[config.mk]
export PLATFORM = sky130hd
export DESIGN_NAME = display_scheduler_flat
export DESIGN_NICKNAME = d
export VERILOG_FILES = /design/src/rtl/disp_pkg.sv /design/src/rtl/display_scheduler_if.sv /design/src/rtl/disp_tick_gen.sv /design/src/rtl/display_scheduler.sv /design/src/flat_wrapper.sv
export SDC_FILE = /design/constraint.sdc
export NUM_CORES = 1
export LEC_CHECK = 0
export ABC_CLOCK_PERIOD_IN_PS = 2600
export BUFFER_PORTS_ARGS = -buffer_cell sky130_fd_sc_hd__buf_2
export CORE_MARGIN = 10
export CORE_UTILIZATION = 53
export DETAILED_ROUTE_END_ITERATION = 10
export PLACE_DENSITY = 0.8
export SYNTH_ARGS = -nofsm -noshare
export SYNTH_HDL_FRONTEND = slang
export SYNTH_SLANG_ARGS = --single-unit
[constraint.sdc]
create_clock -name clk -period 2.6 [get_ports clk]
set_clock_uncertainty 0.2 [all_clocks]
set_input_delay 0.52 -clock clk [delete_from_list [all_inputs] [get_ports clk]]
set_output_delay 0.52 -clock clk [all_outputs]
set_load 0.02 [all_outputs]
[src/rtl/disp_pkg.sv]
// Shared types and sizing helpers for the display scheduler slice.
package disp_pkg;

   typedef enum logic {IDLE, SHOW} disp_state_e;

   localparam int DWELL_W = 16;

   function automatic int calc_div(input int clk_hz, input int scan_hz);
      return clk_hz / scan_hz;
   endfunction

   function automatic int calc_pre_w(input int clk_hz, input int scan_hz);
      int d;
      d = clk_hz / scan_hz;
      return (d <= 2) ? 1 : $clog2(d);
   endfunction

endpackage

[src/rtl/display_scheduler_if.sv]
// Source-side request bus and driver-side display outputs of display_scheduler.
interface display_scheduler_if #(parameter int NUM_SRC = 4) ();

   logic [NUM_SRC-1:0]       src_req;
   logic [NUM_SRC-1:0][15:0] src_value;
   logic [NUM_SRC-1:0]       src_grant;
   logic                     scan_tick;
   logic                     frame_start;
   logic [15:0]              disp_number;
   logic                     disp_enable;

   modport master (output src_req, src_value,
                   input  src_grant, scan_tick, frame_start, disp_number, disp_enable);
   modport slave  (input  src_req, src_value,
                   output src_grant, scan_tick, frame_start, disp_number, disp_enable);

endinterface

[src/rtl/disp_tick_gen.sv]
// Scan prescaler and 2-bit digit phase; scan_tick every DIV cycles, frame_start on the 3->0 wrap.
module disp_tick_gen
   import disp_pkg::*;
#(
   parameter int CLK_HZ  = 100_000_000,
   parameter int SCAN_HZ = 1000
) (
   input  logic clk,
   input  logic reset,
   output logic scan_tick,
   output logic frame_start
);

   localparam int DIV = calc_div(CLK_HZ, SCAN_HZ);
   localparam int PW  = calc_pre_w(CLK_HZ, SCAN_HZ);

   logic [PW-1:0] pre_cnt;
   logic [1:0]    phase;
   logic          wrap;

   assign wrap = (pre_cnt == PW'(DIV - 1));

   // Pulses are registered so they are glitch-free and 0 out of reset.
   always_ff @(posedge clk) begin
      if (reset) begin
         pre_cnt     <= '0;
         phase       <= '0;
         scan_tick   <= 1'b0;
         frame_start <= 1'b0;
      end else begin
         pre_cnt     <= wrap ? '0 : pre_cnt + 1'b1;
         scan_tick   <= wrap;
         frame_start <= wrap && (phase == 2'd3);
         if (wrap) phase <= phase + 2'd1;
      end
   end

endmodule

[src/rtl/display_scheduler.sv]
// Round-robin time-sharing of the 4-digit display with frame-aligned grant/value updates.
// Optional DISP_SCHED_FREEZE_EN adds a freeze input that holds the arbitration state.
module display_scheduler
   import disp_pkg::*;
#(
   parameter int NUM_SRC  = 4,
   parameter int CLK_HZ   = 100_000_000,
   parameter int SCAN_HZ  = 1000,
   parameter int DWELL_MS = 500
) (
   input  logic clk,
   input  logic reset,
   display_scheduler_if.slave bus
`ifdef DISP_SCHED_FREEZE_EN
   , input logic freeze
`endif
);

   localparam int IDX_W = $clog2(NUM_SRC);

   logic scan_tick, frame_start, frz;

   disp_tick_gen #(.CLK_HZ(CLK_HZ), .SCAN_HZ(SCAN_HZ)) u_tick (
      .clk         (clk),
      .reset       (reset),
      .scan_tick   (scan_tick),
      .frame_start (frame_start)
   );

`ifdef DISP_SCHED_FREEZE_EN
   assign frz = freeze;
`else
   assign frz = 1'b0;
`endif

   disp_state_e          state_q, state_d;
   logic [IDX_W-1:0]     gidx_q, gidx_d, pick_idx;
   logic [NUM_SRC-1:0]   grant_q, grant_d;
   logic [15:0]          num_q, num_d;
   logic                 en_q, en_d, pick_vld, others;
   logic [DWELL_W-1:0]   dwell_q, dwell_d, dwell_inc;

   // Search starts just after the last granted index, so the current owner is checked last.
   always_comb begin
      logic [IDX_W-1:0] cand;
      pick_vld = 1'b0;
      pick_idx = gidx_q;
      cand     = gidx_q;
      for (int k = 1; k <= NUM_SRC; k++) begin
         cand = IDX_W'((int'(gidx_q) + k) % NUM_SRC);
         if (!pick_vld && bus.src_req[cand]) begin
            pick_vld = 1'b1;
            pick_idx = cand;
         end
      end
   end

   assign others    = |(bus.src_req & ~grant_q);
   assign dwell_inc = (dwell_q >= DWELL_W'(DWELL_MS)) ? dwell_q : dwell_q + 1'b1;

   always_ff @(posedge clk) begin
      if (reset) begin
         state_q <= IDLE;
         gidx_q  <= IDX_W'(NUM_SRC - 1);
         grant_q <= '0;
         num_q   <= '0;
         en_q    <= 1'b0;
         dwell_q <= '0;
      end else begin
         state_q <= state_d;
         gidx_q  <= gidx_d;
         grant_q <= grant_d;
         num_q   <= num_d;
         en_q    <= en_d;
         dwell_q <= dwell_d;
      end
   end

   always_comb begin
      state_d = state_q;
      gidx_d  = gidx_q;
      grant_d = grant_q;
      num_d   = num_q;
      en_d    = en_q;
      dwell_d = dwell_q;
      if (scan_tick && state_q == SHOW) dwell_d = dwell_inc;
      if (frame_start && frz) begin
         dwell_d = dwell_q;
      end else if (frame_start) begin
         // dwell_inc already counts the tick that closes this frame.
         if ((state_q == IDLE) ||
             !bus.src_req[gidx_q] ||
             (others && dwell_inc >= DWELL_W'(DWELL_MS))) begin
            if (pick_vld) begin
               state_d = SHOW;
               gidx_d  = pick_idx;
               grant_d = NUM_SRC'(1) << pick_idx;
               num_d   = bus.src_value[pick_idx];
               en_d    = 1'b1;
               dwell_d = '0;
            end else begin
               state_d = IDLE;
               grant_d = '0;
               en_d    = 1'b0;
            end
         end else begin
            num_d = bus.src_value[gidx_q];
         end
      end
   end

   assign bus.src_grant   = grant_q;
   assign bus.disp_number = num_q;
   assign bus.disp_enable = en_q;
   assign bus.scan_tick   = scan_tick;
   assign bus.frame_start = frame_start;

endmodule

[src/flat_wrapper.sv]
// flat-port wrapper written by rule: the top's interface ports become plain ports
module display_scheduler_flat import disp_pkg::*;
#(
   parameter int NUM_SRC  = 4,
   parameter int CLK_HZ   = 100_000_000,
   parameter int SCAN_HZ  = 1000,
   parameter int DWELL_MS = 500
)
  (clk, reset, bus_src_req, bus_src_value, bus_src_grant, bus_scan_tick, bus_frame_start, bus_disp_number, bus_disp_enable);
  display_scheduler_if #(.NUM_SRC(NUM_SRC)) bus_i ();
  input  logic clk;
  input  logic reset;
  input wire logic [$bits(bus_i.src_req)-1:0] bus_src_req;
  input wire logic [$bits(bus_i.src_value)-1:0] bus_src_value;
  output wire logic [$bits(bus_i.src_grant)-1:0] bus_src_grant;
  output wire logic [$bits(bus_i.scan_tick)-1:0] bus_scan_tick;
  output wire logic [$bits(bus_i.frame_start)-1:0] bus_frame_start;
  output wire logic [$bits(bus_i.disp_number)-1:0] bus_disp_number;
  output wire logic [$bits(bus_i.disp_enable)-1:0] bus_disp_enable;
  assign bus_i.src_req = bus_src_req;
  assign bus_i.src_value = bus_src_value;
  assign bus_src_grant = bus_i.src_grant;
  assign bus_scan_tick = bus_i.scan_tick;
  assign bus_frame_start = bus_i.frame_start;
  assign bus_disp_number = bus_i.disp_number;
  assign bus_disp_enable = bus_i.disp_enable;
  display_scheduler #(.NUM_SRC(NUM_SRC), .CLK_HZ(CLK_HZ), .SCAN_HZ(SCAN_HZ), .DWELL_MS(DWELL_MS)) u_core (.clk(clk), .reset(reset), .bus(bus_i));
endmodule
==> results of run 1 <==
## where the power goes
part | switching [mW] | total, mW | leakage [nW] | internal (mW)
combinational | 0.107 | 0.239 | 1.30 | 0.132
sequential | 0.00259 | 0.926 | 0.484 | 0.923
clock | 0.351 | 0.774 | 0.0937 | 0.424
## kinds of logic after synthesis
group / share of synthesized area, %
AND/OR/NAND/NOR: 17.71
AO/OA/AOI/OAI: 16.71
flip-flops: 33.15
multiplexers: 20.72
buffers and inverters: 4.765
XOR/XNOR: 5.560
adder cells (fa/ha/maj): 1.381
## flip-flops by register name, indices dropped and copies added (netlist names)
| register | flops |
|---|---|
| u_core.bus.disp_enable | 1 |
| u_core.bus.disp_number | 16 |
| u_core.bus.src_grant | 4 |
| u_core.dwell_q | 16 |
| u_core.gidx_q | 2 |
| u_core.u_tick.frame_start | 1 |
| u_core.u_tick.phase | 2 |
| u_core.u_tick.pre_cnt | 17 |
| u_core.u_tick.scan_tick | 1 |
## cells in the mapped netlist (all sizes together)
cell,count
xor2,14
a211o,17
o21ai,20
or4,1
or3b,2
or2,1
nor2,58
xnor2,9
a21oi,5
o32ai,3
clkbuf,7
o21a,1
a32oi,16
nor3,5
inv,8
o41a,1
and3,12
buf,16
nand2,16
a2111o,1
nor4,3
mux2,16
nand2b,3
dfxtp,60
o2111ai,1
nor2b,4
nand4,4
o31ai,3
or3,1
mux4,16
nor3b,2
o41ai,1
nand3,11
ha,4
a41oi,1
nor4bb,1
mux2i,21
and2,4
a31oi,5
o22ai,2
## metrics by stage
stage | power, mW | instance area, um^2 | hold WS (ns)
CTS | 1.957 | 4327 | 0.2503
finish | 1.939 | 4327 | 0.2516
floorplan | 1.092 | 3623 | 0.2175
global placement | 1.177 | 4145 | 0.2314
detailed placement | 1.184 | 4145 | 0.2443
global route | 2.007 | 4327 | 0.2871
## area by class of cell
class / instances / area, um^2 / share of cell area, %
tap: 80 / 100.1 / 2.313
multi-input combinational: 285 / 2256 / 52.14
inverter: 8 / 30.03 / 0.6940
clock buffer: 15 / 176.4 / 4.077
timing repair buffer: 100 / 558.0 / 12.90
sequential: 60 / 1201 / 27.76
clock inverter: 1 / 5.005 / 0.1157
## worst paths after layout
kind                                       start                                   to  slack, ns  cells after the start
max                 u_core.dwell_q[0]$_SDFF_PP0_         u_core.dwell_q[8]$_SDFF_PP0_       0.24                      9
min          u_core.u_tick.pre_cnt[0]$_SDFF_PP0_  u_core.u_tick.pre_cnt[0]$_SDFF_PP0_       0.25                      1
max reg2reg         u_core.dwell_q[0]$_SDFF_PP0_         u_core.dwell_q[8]$_SDFF_PP0_       0.24                      9
min reg2reg  u_core.u_tick.pre_cnt[0]$_SDFF_PP0_  u_core.u_tick.pre_cnt[0]$_SDFF_PP0_       0.25                      1
## worst max-delay path: stages, from the launching register on
cell	delay, ns
dfxtp_1	0.39
ha_1	0.26
nand3_1	0.09
nor2_1	0.17
a31oi_1	0.11
a31oi_1	0.28
a31oi_4	0.18
buf_12	0.20
o21ai_4	0.27
nor2_1	0.09
## metal layers
layer,global-route usage [%],part of all wire (%)
met1,19.50,41
met4,9.978,2.7
met2,29.20,51
met3,4.558,5.9
met5,0,0
==> impl_metrics.yaml, run 1 <==
run_status:
  outcome: "finished clean"
power_and_ir_drop:
  ir_drop_uv: 405.8
  p_per_area_nw_per_um2: 448.2
  cellLeakagePower_nw: 1.874
critical_path:
  worst-path-max-fanout: 33
  crit_required_ns: 2.62
  crit_path_start_kind: "flip-flop"
  critPathKind: "reg2reg"
  crit_path_end_kind: "flip-flop"
  arrival_ns: 2.38
worst_hold_path:
  hp-class: "reg2reg"
placed_design:
  place.gp.congestion: 0.8450
  place_ws_ns: 0.1521
  io_buffer_count: 92
  dpl.hpwl_um: 6816
  place_inst: 533
yosys:
  synth_top_area_share_pct: 33.15
  yosys-top-cells-area: "dfxtp_1 (33%), mux4_2 (9.9%), nor2_1 (6.0%)"
  yosys.cell_types.count: 53
  syn_nets: 450
  syn_area_um2: 3623
  seq_area_frac_synth_pct: 33.15
  ys_seq_elements: 60
  synth_cells: 376
  postSynthAreaPerCell_um2: 9.637
  ys_warn_count: 0
  synth.largest_area_cell: "dfxtp_1"
final_layout:
  final_nets: 538
  layout_common_cells: "buf_2 (92), dfxtp_1 (60), nor2_1 (58), mux2i_1 (21)"
  layout_commonest_cell: "buf_2"
  area_growth_pct: 19.41
  n_fill_cell: 552
  utilization_pct: 64.39
  antenna_cells: 0
  fin_cells: 549
  layout-drive-gt1-share_pct: 33.05
routing:
  routedWlPerCell_um: 16.82
  vias_per_cell: 5.916
  num_vias: 3248
  drc: 0
  postRouteAntennaNets: 0
  routed_wl_um: 9236
  drtIter0Drc: 150
  drt-pass1-iter-count: 4
sta:
  slew_headroom_pct: 22.24
  tightestPinTransition_ns: 1.162
  grt_setup_unrepaired: "no"
  finalSetupViolations: 0
  fin_crit_ns: 2.363
  setup_slack_ns: 0.2373
  report.final.slew_viol_count: 0
  hold_viol_final: 0
  max_freq_mhz: 423.3
  tns_ns: 0
  post-route-period-util_pct: 90.87
grt:
  first_global_vias: 3287
  antenna_found_initial: 0
  groute.usage.overall_pct: 17.38
  grt_pass1_wl_um: 14830
  grt_max_degree: 38
  grt_overflow: 0
floorplan:
  die_h_um: 102.7
  rows: 30
  ioPinCount: 93
  start_util_pct: 53.93
  die_area_um2: 10540
  core_um2: 6719
  die-width_um: 102.7
flow_run:
  maxCapViolCount: 0
clock_tree:
  numCtsBuffers: 9
  cts_htree_levels: 3
  clkLatencyLatePin_ns: 0.35
  clk_pin_slew_worst_paths_ns: 0.06
  clockBufferDepth: 2
  cts-root-buf: "clkbuf_8"
  hold_buffers: 0
  post-cts-setup-buffers: 0
  cts_tree: "done"
  cts-resized-gates: 0
  cts.sinks: 60
(Power assumes the default switching activity.)
==> inputs of run 2 (changes only) <==
==> constraint.sdc (replaced) <==
create_clock -name clk -period 2.6 [get_ports clk]
set_clock_uncertainty 0.2 [all_clocks]
set_input_delay 0.13 -clock clk [delete_from_list [all_inputs] [get_ports clk]]
set_output_delay 0.13 -clock clk [all_outputs]
set_load 0.02 [all_outputs]
==> run 2 against run 1 <==
- core utilization increased by 0.20 points
- first-iteration DRC count grew 49%
- critical path depth unchanged
- combinational power about the same
- largest cell class unchanged
- clock-buffer cell count decreased by 4
- largest power group unchanged
- non-clock buffer count is 1 higher
- sequential share of layout area fell by 0.088 points
- setup slack better by 0.012 ns
==> impl_metrics.yaml, run 2 (synthesis gave the netlist of run 1 again) <==
clock_tree:
  cts.sinks: 60
  post-cts-setup-buffers: 0
  cts_tree: "done"
  clockBufferDepth: 2
  clkLatencyLatePin_ns: 0.33
  clk_pin_slew_worst_paths_ns: 0.06
  numCtsBuffers: 9
  cts_htree_levels: 3
  cts-root-buf: "clkbuf_8"
worst_hold_path:
  hp-class: "in2reg"
power_and_ir_drop:
  combPwrFrac_pct: 12.1
  p_int_mw: 1.516
  cellLeakagePower_nw: 1.870
  p_total_mw: 1.979
  sw_frac_of_total_pct: 23.38
  p_per_area_nw_per_um2: 456.0
  seq_power_share_pct: 46.8
  clkPwrFrac_pct: 41.1
  ir_drop_uv: 436.4
  switchingPower_uw: 462.8
floorplan:
  die-width_um: 102.7
  rows: 30
  start_util_pct: 53.93
  die_area_um2: 10540
  die_h_um: 102.7
  ioPinCount: 93
  core_um2: 6719
routing:
  vias_per_cell: 5.878
  postRouteAntennaNets: 0
  routedWlPerCell_um: 17.23
  drtIter0Drc: 224
  routed_wl_um: 9459
  num_vias: 3227
  drt-pass1-iter-count: 4
  drc: 0
critical_path:
  critPathKind: "reg2reg"
  arrival_ns: 2.36
  crit_required_ns: 2.61
  crit_path_start_kind: "flip-flop"
  crit_path_end_kind: "flip-flop"
  worst-path-max-fanout: 33
grt:
  grt_pass1_wl_um: 15660
  grt_overflow: 0
  grt_max_degree: 38
  groute.usage.overall_pct: 18.25
  antenna_found_initial: 0
  first_global_vias: 3403
sta:
  grt_setup_unrepaired: "no"
  hold_viol_final: 0
  finalSetupViolations: 0
  post-route-period-util_pct: 90.40
  slew_headroom_pct: 25.27
  fin_crit_ns: 2.350
  tns_ns: 0
  tightestPinTransition_ns: 1.117
  whs_ns: 0.04943
  report.final.slew_viol_count: 0
  max_freq_mhz: 425.5
final_layout:
  layout-drive-gt1-share_pct: 33.48
  antenna_cells: 0
  utilization_pct: 64.60
  layout_common_cells: "buf_2 (92), dfxtp_1 (60), nor2_1 (58), mux2i_1 (21)"
  largest_register_ffs: 17
  layout_commonest_cell: "buf_2"
  area_growth_pct: 19.79
  final_nets: 539
  top_register: "u_core.u_tick.pre_cnt"
  n_fill_cell: 559
placed_design:
  io_buffer_count: 92
  dpl.hpwl_um: 7065
  place.gp.congestion: 0.8664
run_status:
  outcome: "finished clean"
flow_run:
  maxCapViolCount: 0
run 2: through the flow:
step | cell area [um^2] | setup WS [ns] | instances
after floorplan | 3623 | 0.3978 | 376
after global placement | 4133 | 0.2843 | 533
after detailed placement | 4133 | 0.1833 | 533
after CTS | 4334 | 0.1694 | 549
after global routing | 4340 | 0.04381 | 549
final | 4340 | 0.2496 | 549
run 2: cell type report:
cell class,count,area (um^2),share of cell area [%]
tap,80,100.1,2.306
clock buffer,11,141.4,3.257
clock inverter,4,50.05,1.153
multi-input combinational,285,2258,52.03
inverter,8,30.03,0.6918
timing repair buffer,101,559.3,12.89
sequential,60,1201,27.67
run 2: timing repair:
action,4_1_cts,5_1_grt
resized for setup,0,2
hold endpoints to repair,4,0
endpoints found under the setup margin,0,10
hold buffers,1,0
run 2: path summary, 6_finish.rpt:
check	startpoint	to	slack (ns)	cells after the start
hold reg to reg	u_core.u_tick.pre_cnt[0]$_SDFF_PP0_	u_core.u_tick.pre_cnt[0]$_SDFF_PP0_	0.26	1
setup reg to reg	u_core.dwell_q[0]$_SDFF_PP0_	u_core.dwell_q[8]$_SDFF_PP0_	0.25	9
setup / recovery	u_core.dwell_q[0]$_SDFF_PP0_	u_core.dwell_q[8]$_SDFF_PP0_	0.25	9
hold / removal	bus_src_value[8]	u_core.bus.disp_number[8]$_SDFFE_PP0P_	0.05	4
run 2: power groups by stage:
stage          clock [mW]  combinational (mW)  sequential (mW)
6_report            0.814               0.239            0.926
5_1_grt             0.873               0.263            0.925
4_1_cts             0.829               0.238            0.926
3_5_place_dp            0               0.236            0.946
3_3_place_gp            0               0.229            0.946
2_1_floorplan           0               0.146            0.946
run 2: layer usage:
| layer | track usage (%) | wire (um) | vias to the layer above | part of all wire, % |
|---|---|---|---|---|
| li1 | - | - | 1586 | - |
| met1 | 21.21 | 3848 | 1523 | 41 |
| met2 | 31.55 | 4897 | 103 | 52 |
| met3 | 4.692 | 585 | 15 | 6.2 |
| met4 | 6.725 | 127 | 0 | 1.3 |
| met5 | 0 | 0 | - | 0 |
run 2: critical path, stage by stage, from the launching register on:
cell     delay [ns]
dfxtp_1        0.40
ha_2           0.25
nand3_1        0.07
nor2_1         0.19
a31oi_1        0.11
a31oi_1        0.25
a31oi_4        0.16
buf_6          0.22
o21ai_4        0.28
nor2_1         0.09
==> inputs of run 3 (changes only) <==
--- a/config.mk
+++ b/config.mk
@@ -6,10 +6,11 @@
 export NUM_CORES = 1
 export LEC_CHECK = 0
 export ABC_CLOCK_PERIOD_IN_PS = 2600
-export BUFFER_PORTS_ARGS = -buffer_cell sky130_fd_sc_hd__buf_2
+export BUFFER_PORTS_ARGS = -buffer_cell sky130_fd_sc_hd__buf_4
 export CORE_MARGIN = 10
 export CORE_UTILIZATION = 53
 export DETAILED_ROUTE_END_ITERATION = 10
+export HOLD_SLACK_MARGIN = 0.1
 export PLACE_DENSITY = 0.8
 export SYNTH_ARGS = -nofsm -noshare
 export SYNTH_HDL_FRONTEND = slang
==> run 3 against run 2 <==
- clock-buffer cell count is 4 higher
- combinational power is 47% higher
- via count rose by 14%
- routed wire length is 29% higher
- die area is the same
- core utilization increased by 11 points
- final area is 17% higher
- critical endpoint is now u_core.bus.disp_number[5]$_SDFFE_PP0P_
==> impl_metrics.yaml, run 3 (synthesis gave the netlist of run 1 again) <==
final_layout:
  area_growth_pct: 40.26
  n_fill_cell: 438
  largest_register_ffs: 17
  final_nets: 591
  top_register: "u_core.u_tick.pre_cnt"
  layout-drive-gt1-share_pct: 30.27
  antenna_cells: 0
  layout_commonest_cell: "buf_4"
  layout_common_cells: "buf_4 (98), nor2_1 (58), dfxtp_1 (58), dlygate4sd3_1 (52), mux2i_1 (21)"
clock_tree:
  post-cts-setup-buffers: 0
  cts_htree_levels: 3
  clkLatencyLatePin_ns: 0.33
  numCtsBuffers: 9
  clockBufferDepth: 2
  cts_tree: "done"
  cts-root-buf: "clkbuf_8"
  clk_pin_slew_worst_paths_ns: 0.07
  cts.sinks: 60
placed_design:
  io_buffer_count: 92
  dpl.hpwl_um: 7180
  place.gp.congestion: 0.8245
critical_path:
  path_buf_inv: 1
  worst-path-max-fanout: 34
  arrival_ns: 2.42
  cpMostUsedCell: "a31oi_1"
  cp_slowest_cell: "dfxtp_1"
  critPathTopFamily: "compound AO/OA/AOI/OAI gates"
  path_depth: 9
  crit_chain: "ha_1 -> nand3_1 -> nor2_1 -> a31oi_1 -> a31oi_1 -> a31oi_4 -> buf_12 -> a32oi_1 -> o21ai_1"
  crit_required_ns: 2.58
  r2r_cells: 9
  critPathKind: "reg2reg"
  crit_path_start_kind: "flip-flop"
  critical-path-max-stage-delay_ns: 0.39
  crit_path_end_kind: "flip-flop"
floorplan:
  core_um2: 6719
  rows: 30
  ioPinCount: 93
  die-width_um: 102.7
  die_area_um2: 10540
  die_h_um: 102.7
  start_util_pct: 53.93
sta:
  fin_crit_ns: 2.441
  tns_ns: 0
  hold_viol_final: 0
  finalSetupViolations: 0
  max_freq_mhz: 409.7
  slew_headroom_pct: 20.28
  report.final.slew_viol_count: 0
  grt_setup_unrepaired: "no"
  post-route-period-util_pct: 93.87
  tightestPinTransition_ns: 1.191
grt:
  first_global_vias: 3779
  grt_max_degree: 38
  grt_overflow: 0
  groute.usage.overall_pct: 23.32
  antenna_found_initial: 0
  grt_pass1_wl_um: 19310
routing:
  vias_per_cell: 6.108
  routedWlPerCell_um: 20.21
  drc: 0
  drt-pass1-iter-count: 4
  drtIter0Drc: 229
  postRouteAntennaNets: 0
  num_vias: 3677
  routed_wl_um: 12170
run_status:
  outcome: "finished clean"
power_and_ir_drop:
  p_total_mw: 2.050
  p_per_area_nw_per_um2: 403.4
  cellLeakagePower_nw: 2.149
  ir_drop_uv: 454.0
worst_hold_path:
  hp-class: "in2reg"
  holdPathStages: 4
flow_run:
  maxCapViolCount: 0
-- run 3: cell types whose count changed in the layout (fill, tap and decap cells not counted), moves of 2 or more --
cell           before  now
buf_2              92    0
buf_4               5   98
clkbuf_1            1    3
clkbuf_8           10   12
clkinvlp_4          2    0
dfxtp_1            60   58
dfxtp_2             0    2
dlygate4sd3_1       1   52
-- run 3: tightest hold or removal path, stage by stage --
cell     delay (ns)
buf_4          0.11
mux2i_1        0.13
a211o_1        0.15
o21ai_0        0.08
-- run 3: final timing paths --
check | slack, ns | startpoint | endpoint
max | 0.16 | u_core.dwell_q[0]$_SDFF_PP0_ | u_core.bus.disp_number[5]$_SDFFE_PP0P_
min | 0.12 | bus_src_value[6] | u_core.bus.disp_number[6]$_SDFFE_PP0P_
min reg2reg | 0.26 | u_core.u_tick.pre_cnt[0]$_SDFF_PP0_ | u_core.u_tick.pre_cnt[0]$_SDFF_PP0_
max reg2reg | 0.16 | u_core.dwell_q[0]$_SDFF_PP0_ | u_core.bus.disp_number[5]$_SDFFE_PP0P_
-- run 3: per-stage QoR --
step	instance area [um^2]	worst slack (ns)	util [%]	instances	hold slack, ns
2_1_floorplan	3623	0.3978	-	376	0.1231
3_3_place_gp	4370	0.3636	65.05	534	0.2307
3_5_place_dp	4370	0.2385	65.05	534	0.2406
4_1_cts	5072	0.08638	75.49	602	0.1021
5_1_grt	5082	0.02544	75.64	602	0.1213
6_report	5082	0.1594	75.64	602	0.1214
-- run 3: layer usage --
layer  GRT usage [%]  wire [um]  vias to the layer above
met3           6.769        842                       56
met5               0          0                        -
met2           40.78       6366                      194
li1                -          -                     1693
met4           13.34        669                        0
met1           24.49       4286                     1734
-- run 3: repair_timing --
action / CTS / global route
hold buffers: 52 / 0
hold endpoints to repair: 26 / 0
resized for setup: 0 / 4
endpoints found under the setup margin: 0 / 8
-- run 3: layout make-up --
| class | instances | area, um^2 | area share (%) |
|---|---|---|---|
| clock inverter | 1 | 5.005 | 0.09847 |
| inverter | 8 | 30.03 | 0.5908 |
| timing repair buffer | 153 | 1311 | 25.80 |
| multi-input combinational | 285 | 2256 | 44.39 |
| clock buffer | 15 | 176.4 | 3.471 |
| tap | 80 | 100.1 | 1.969 |
| sequential | 60 | 1204 | 23.68 |
-- run 3: power breakdown --
| part | internal [mW] | total, mW | switching (mW) |
|---|---|---|---|
| registers | 0.923 | 0.926 | 0.00319 |
| logic | 0.210 | 0.351 | 0.141 |
| clock network | 0.424 | 0.773 | 0.348 |
